[src/rtl/etapa_operandos_if.sv]
// Instruction, output-stage and write-back signals of the operand-fetch stage.
// master drives instructions, out_ready and write-back; slave is the stage itself.
interface etapa_operandos_if #(
  parameter int W  = 16,
  parameter int AW = 3
);
  logic          in_valid;
  logic          in_ready;
  logic [AW-1:0] AA;
  logic [AW-1:0] BA;
  logic          MB;
  logic [W-1:0]  const_in;
  logic [3:0]    FS_in;
  logic [AW-1:0] DA_in;
  logic          RW_in;
  logic          out_valid;
  logic          out_ready;
  logic [W-1:0]  A_out;
  logic [W-1:0]  B_out;
  logic [3:0]    FS_out;
  logic [AW-1:0] DA_out;
  logic          RW_out;
  logic          wb_en;
  logic [AW-1:0] wb_addr;
  logic [W-1:0]  wb_data;
  logic [3:0]    wb_flags;
  logic [3:0]    flags;

  modport master (
    output in_valid, AA, BA, MB, const_in, FS_in, DA_in, RW_in,
    output out_ready, wb_en, wb_addr, wb_data, wb_flags,
    input  in_ready, out_valid, A_out, B_out, FS_out, DA_out, RW_out, flags
  );

  modport slave (
    input  in_valid, AA, BA, MB, const_in, FS_in, DA_in, RW_in,
    input  out_ready, wb_en, wb_addr, wb_data, wb_flags,
    output in_ready, out_valid, A_out, B_out, FS_out, DA_out, RW_out, flags
  );
endinterface

[src/rtl/etapa_operandos.sv]
// Operand-fetch stage: register file with write-back bypass, pending-write
// scoreboard for RAW stalls, and a single valid/ready output register stage.
module etapa_operandos #(
  parameter int W    = 16,
  parameter int NREG = 8,
  parameter int AW   = 3
) (
  input logic               clk,
  input logic               rst_n,
  etapa_operandos_if.slave  bus
);
  logic [W-1:0]    rf [NREG];
  logic [NREG-1:0] pend;

  logic          out_valid_q;
  logic [W-1:0]  a_q;
  logic [W-1:0]  b_q;
  logic [3:0]    fs_q;
  logic [AW-1:0] da_q;
  logic          rw_q;
  logic [3:0]    flags_q;

  logic [W-1:0] op_a;
  logic [W-1:0] op_b;
  logic [W-1:0] b_sel;
  logic         byp_a;
  logic         byp_b;
  logic         haz_a;
  logic         haz_b;
  logic         ready;
  logic         accept;

  always_comb begin
    byp_a  = bus.wb_en && (bus.wb_addr == bus.AA);
    byp_b  = bus.wb_en && (bus.wb_addr == bus.BA);
    op_a   = byp_a ? bus.wb_data : rf[bus.AA];
    op_b   = byp_b ? bus.wb_data : rf[bus.BA];
    b_sel  = bus.MB ? bus.const_in : op_b;
    // A write-back landing this cycle resolves the hazard via the bypass path.
    haz_a  = pend[bus.AA] && !byp_a;
    haz_b  = !bus.MB && pend[bus.BA] && !byp_b;
    ready  = (!out_valid_q || bus.out_ready) && !(haz_a || haz_b);
    accept = bus.in_valid && ready;
  end

  always_ff @(posedge clk) begin
    if (!rst_n) begin
      for (int unsigned r = 0; r < NREG; r++) rf[AW'(r)] <= '0;
      pend        <= '0;
      out_valid_q <= 1'b0;
      a_q         <= '0;
      b_q         <= '0;
      fs_q        <= '0;
      da_q        <= '0;
      rw_q        <= 1'b0;
      flags_q     <= '0;
    end else begin
      if (bus.wb_en) begin
        rf[bus.wb_addr] <= bus.wb_data;
        flags_q         <= bus.wb_flags;
      end
      // Set beats clear: a newly accepted writer keeps its destination pending.
      for (int unsigned r = 0; r < NREG; r++) begin
        if (accept && bus.RW_in && (bus.DA_in == AW'(r)))
          pend[AW'(r)] <= 1'b1;
        else if (bus.wb_en && (bus.wb_addr == AW'(r)))
          pend[AW'(r)] <= 1'b0;
      end
      if (accept) begin
        out_valid_q <= 1'b1;
        a_q         <= op_a;
        b_q         <= b_sel;
        fs_q        <= bus.FS_in;
        da_q        <= bus.DA_in;
        rw_q        <= bus.RW_in;
      end else if (bus.out_ready) begin
        out_valid_q <= 1'b0;
      end
    end
  end

  assign bus.in_ready  = ready;
  assign bus.out_valid = out_valid_q;
  assign bus.A_out     = a_q;
  assign bus.B_out     = b_q;
  assign bus.FS_out    = fs_q;
  assign bus.DA_out    = da_q;
  assign bus.RW_out    = rw_q;
  assign bus.flags     = flags_q;
endmodule

[src/flat_wrapper.sv]
// flat-port wrapper written by rule: the top's interface ports become plain ports
module etapa_operandos_flat 
#(
  parameter int W    = 16,
  parameter int NREG = 8,
  parameter int AW   = 3
)
  (clk, rst_n, bus_in_valid, bus_AA, bus_BA, bus_MB, bus_const_in, bus_FS_in, bus_DA_in, bus_RW_in, bus_out_ready, bus_wb_en, bus_wb_addr, bus_wb_data, bus_wb_flags, bus_in_ready, bus_out_valid, bus_A_out, bus_B_out, bus_FS_out, bus_DA_out, bus_RW_out, bus_flags);
  etapa_operandos_if #(.W(W), .AW(AW)) bus_i ();
  input logic clk;
  input logic rst_n;
  input wire logic [$bits(bus_i.in_valid)-1:0] bus_in_valid;
  input wire logic [$bits(bus_i.AA)-1:0] bus_AA;
  input wire logic [$bits(bus_i.BA)-1:0] bus_BA;
  input wire logic [$bits(bus_i.MB)-1:0] bus_MB;
  input wire logic [$bits(bus_i.const_in)-1:0] bus_const_in;
  input wire logic [$bits(bus_i.FS_in)-1:0] bus_FS_in;
  input wire logic [$bits(bus_i.DA_in)-1:0] bus_DA_in;
  input wire logic [$bits(bus_i.RW_in)-1:0] bus_RW_in;
  input wire logic [$bits(bus_i.out_ready)-1:0] bus_out_ready;
  input wire logic [$bits(bus_i.wb_en)-1:0] bus_wb_en;
  input wire logic [$bits(bus_i.wb_addr)-1:0] bus_wb_addr;
  input wire logic [$bits(bus_i.wb_data)-1:0] bus_wb_data;
  input wire logic [$bits(bus_i.wb_flags)-1:0] bus_wb_flags;
  output wire logic [$bits(bus_i.in_ready)-1:0] bus_in_ready;
  output wire logic [$bits(bus_i.out_valid)-1:0] bus_out_valid;
  output wire logic [$bits(bus_i.A_out)-1:0] bus_A_out;
  output wire logic [$bits(bus_i.B_out)-1:0] bus_B_out;
  output wire logic [$bits(bus_i.FS_out)-1:0] bus_FS_out;
  output wire logic [$bits(bus_i.DA_out)-1:0] bus_DA_out;
  output wire logic [$bits(bus_i.RW_out)-1:0] bus_RW_out;
  output wire logic [$bits(bus_i.flags)-1:0] bus_flags;
  assign bus_i.in_valid = bus_in_valid;
  assign bus_i.AA = bus_AA;
  assign bus_i.BA = bus_BA;
  assign bus_i.MB = bus_MB;
  assign bus_i.const_in = bus_const_in;
  assign bus_i.FS_in = bus_FS_in;
  assign bus_i.DA_in = bus_DA_in;
  assign bus_i.RW_in = bus_RW_in;
  assign bus_i.out_ready = bus_out_ready;
  assign bus_i.wb_en = bus_wb_en;
  assign bus_i.wb_addr = bus_wb_addr;
  assign bus_i.wb_data = bus_wb_data;
  assign bus_i.wb_flags = bus_wb_flags;
  assign bus_in_ready = bus_i.in_ready;
  assign bus_out_valid = bus_i.out_valid;
  assign bus_A_out = bus_i.A_out;
  assign bus_B_out = bus_i.B_out;
  assign bus_FS_out = bus_i.FS_out;
  assign bus_DA_out = bus_i.DA_out;
  assign bus_RW_out = bus_i.RW_out;
  assign bus_flags = bus_i.flags;
  etapa_operandos #(.W(W), .NREG(NREG), .AW(AW)) u_core (.clk(clk), .rst_n(rst_n), .bus(bus_i));
endmodule
[config.mk]
export PLATFORM = sky130hd
export DESIGN_NAME = etapa_operandos_flat
export DESIGN_NICKNAME = d
export VERILOG_FILES = /design/src/rtl/etapa_operandos_if.sv /design/src/rtl/etapa_operandos.sv /design/src/flat_wrapper.sv
export SDC_FILE = /design/constraint.sdc
export NUM_CORES = 1
export LEC_CHECK = 0
export ABC_AREA = 1
export CORE_MARGIN = 2
export CORE_UTILIZATION = 55
export DETAILED_ROUTE_END_ITERATION = 6
export GPL_TIMING_DRIVEN = 0
export PLACE_DENSITY_LB_ADDON = 0.15
export SYNTH_ARGS = -nofsm -noshare
export SYNTH_HDL_FRONTEND = slang
export SYNTH_SLANG_ARGS = --single-unit
[constraint.sdc]
create_clock -name clk -period 5.4 [get_ports clk]
set_input_delay 0.81 -clock clk [delete_from_list [all_inputs] [get_ports clk]]
set_output_delay 0.81 -clock clk [all_outputs]
set_load 0.01 [all_outputs]
==> results.yml <==
worst_setup_path:
  crit_required_ns: 4.59
  regToRegSetupSlack_ns: 3.73
  endpoint_kind: "output pin"
  crit_path_max_incr_delay_ns: 0.74
  path_common_cell: "nand2_1"
  crit_chain: "clkdlybuf4s50_1 > inv_2 > nand2_1 > nand2_1 > nor2_2 > nand2_1 > nand3_2 > nand3_1 > inv_1 > clkdlybuf4s50_1"
  path_max_fanout: 9
  endpoint: "bus_in_ready"
  reg2reg_to: "u_core.bus.FS_out[1]"
  crit_start: "bus_AA[1]"
  cp-start-kind: "primary input"
  cp.depth: 10
  r2r-start: "u_core.pend[0]"
  cp_top_family: "buffers and inverters"
  slowest_stage: "clkdlybuf4s50_1"
  cp_data_arrival_time_ns: 2.92
  path_buf_inv: 4
  path_class: "primary input to output pin"
  ff2ff_path_depth: 12
global_route:
  grt_pass1_vias: 8748
  grt_pass1_wl_um: 47590
  grt_max_degree: 18
  track_usage_pct: 35.04
  grt.overflow.total: 0
  antenna_found_initial: 0
sta:
  grt_setup_unrepaired: "false"
  min_period_ns: 3.733
  fin_skew_ns: 0.008036
  timing.final.crit_share_pct: 69.14
  fmax_mhz: 267.8
  final.setup.tns_ns: 0
  finalSetupViolations: 0
  relSlewSlack_pct: 37.75
  slew_violations: 0
  worstMarginPinSlew_ns: 0.9315
  finalHoldViolCount: 0
floorplan:
  num_rows: 48
  core_area_um2: 17120
  die_y_um: 135.6
  start_util_pct: 55.64
  io_pins: 105
  die_area_um2: 18380
  fp.dieW_um: 135.6
outcome:
  violations: "DRC"
  status: "finished with violations"
clock_tree:
  cts_root_buf: "clkbuf_16"
  numCtsBuffers: 17
  clockBufferDepth: 2
  htree_num_levels: 4
  clkSinkCount: 181
  ctsHoldBuffers: 0
  clock_latency_ns: 0.44
  cts_tree: "yes"
  clkTransAtPathRegs_ns: 0.07
  cts_resized: 0
  cts_setup_buffers: 0
job:
  drv_cap: 0
placement:
  place.detailed.hpwl_um: 22360
  port_buffers: 97
  globalplace.congestion: 0.9543
synthesis:
  yosys_register_bits: 181
  syn-num-nets: 1287
  synth_area_um2: 9524
  yosysWarningCount: 0
  synth_area_per_cell_um2: 7.756
  synth.distinct_cells: 28
  netlist_instances: 1228
  seq_area_frac_synth_pct: 51.50
detailed_routing:
  wl_per_cell_um: 20.01
  viasPerCell: 5.934
  drtIter0Drc: 1487
  drt_wl_total_um: 31650
  first_pass_iters: 7
  ant_nets: 0
  num_vias: 9388
  drcViolationCount: 1
finish:
  fin_nets: 1403
  multi_input_area_um2: 3955
  seqCellArea_um2: 4905
  drive_gt1_share_pct: 5.822
  n_antenna_cell: 0
  area_growth_pct: 18.88
  nFillCells: 1490
pwr:
  p_leak_uw: 0.004594
  ir_drop_mv: 0.2449
  power_density_nw_per_um2: 301.2
  power_uw: 3411
hold_path:
  min-delay-path-class: "register to register"
[worst min-delay path by stage]
stage | from | endpoint | cells after the start
CTS | u_core.bus.B_out[7] | u_core.bus.B_out[7] | 2
global route | u_core.bus.RW_out | u_core.bus.RW_out | 2
global placement | u_core.bus.FS_out[1] | u_core.bus.FS_out[1] | 2
floorplan | u_core.pend[0] | u_core.pend[0] | 2
detailed placement | u_core.bus.B_out[7] | u_core.bus.B_out[7] | 2
finish | u_core.bus.B_out[10] | u_core.bus.B_out[10] | 2
[where the power goes]
part	internal, uW	total, uW	switching [uW]	leakage, uW
sequential	1580	1630	49.0	0.00166
combinational	211	578	367	0.00265
clock	622	1200	581	0.000279
total	2410	3410	997	0.00459
[layout make-up]
| cell class | instances | share of cell area [%] |
|---|---|---|
| multi-input combinational | 896 | 34.93 |
| buffer | 80 | 3.470 |
| tap | 225 | 2.486 |
| inverter | 71 | 2.398 |
| clock buffer | 19 | 4.011 |
| clock inverter | 13 | 0.8067 |
| timing repair buffer | 97 | 8.576 |
| sequential | 181 | 43.32 |
[synth_stat cells]
master | number | share of area, %
clkinv_1 | 1 | 0.039
a21oi_4 | 1 | 0.17
nor3_1 | 1 | 0.052
buf_2 | 14 | 0.74
clkbuf_1 | 51 | 2.0
o211ai_1 | 18 | 1.4
o221ai_1 | 32 | 2.9
nor2_4 | 1 | 0.12
nor2_2 | 1 | 0.066
nand3_2 | 3 | 0.32
buf_6 | 6 | 0.71
dfxtp_1 | 53 | 11
nand3_1 | 111 | 5.8
buf_1 | 1 | 0.039
edfxtp_1 | 128 | 40
buf_4 | 8 | 0.63
nor2_1 | 285 | 11
inv_1 | 60 | 2.4
nand2_2 | 3 | 0.20
o21ai_1 | 5 | 0.26
nand4_1 | 2 | 0.13
o21ai_0 | 93 | 4.9
inv_4 | 2 | 0.13
a31oi_1 | 7 | 0.46
inv_2 | 8 | 0.32
nand4_2 | 1 | 0.13
nand2_1 | 315 | 12
a21oi_1 | 17 | 0.89
[worst reg2reg max path: stages (launching register included)]
cell	delay [ns]
dfxtp_1	0.32
inv_1	0.10
nand2_1	0.06
nand3_1	0.06
nand2_1	0.05
nand2_1	0.08
nand2_1	0.08
nand2_2	0.10
nand3_1	0.10
nor2_1	0.13
buf_2	0.30
nand2_1	0.09
a21oi_1	0.14
[sequential cells by signal (all words and copies together) (netlist names)]
signal and cells:
u_core.bus.RW_out 1, u_core.pend 8, u_core.bus.DA_out 3, u_core.bus.out_valid 1
u_core.bus.FS_out 4, u_core.bus.flags 4, u_core.bus.B_out 16, u_core.bus.A_out 16
u_core.rf 128
[metal layers]
layer,GRT usage (%),part of all wire (%),up-vias
met2,52.30,43,762
met4,16.38,4.2,0
met1,48.71,38,4194
li1,-,-,4308
met5,0,0,-
met3,7.894,15,124
[layout by cell type, fill, tap and decap left out, drive strengths merged]
| cell type | count |
|---|---|
| o221ai | 32 |
| inv | 78 |
| clkbuf | 70 |
| clkdlybuf4s50 | 97 |
| a21oi | 18 |
| nor2 | 287 |
| nand2 | 318 |
| edfxtp | 128 |
| clkinv | 6 |
| o211ai | 18 |
| buf | 29 |
| dfxtp | 53 |
| nor3 | 1 |
| a31oi | 7 |
| nand4 | 3 |
| o21ai | 98 |
| nand3 | 114 |
[cells by family (layout without fill, tap and decap cells)]
kind of cell | count (synthesis) | in the layout | synth area share (%)
DFF | 181 | 181 | 51.50
buffers and inverters | 151 | 280 | 6.976
and+or+nand+nor | 723 | 723 | 30.49
AOI/OAI and AO/OA | 173 | 173 | 11.04
[per-stage QoR]
stage / worst slack (ns) / instances / util (%) / hold slack [ns] / cell area (um2)
6_report: 1.667 / 1582 / 66.15 / 0.4638 / 11320
2_1_floorplan: 2.949 / 1228 / - / 0.4547 / 9524
4_1_cts: 1.698 / 1582 / 66.15 / 0.4641 / 11320
3_5_place_dp: 1.720 / 1550 / 62.96 / 0.4536 / 10780
3_3_place_gp: 1.721 / 1550 / 62.96 / 0.4492 / 10780
5_1_grt: 1.580 / 1582 / 66.15 / 0.4884 / 11320
Note: power is estimated with default switching activity, not from simulation.
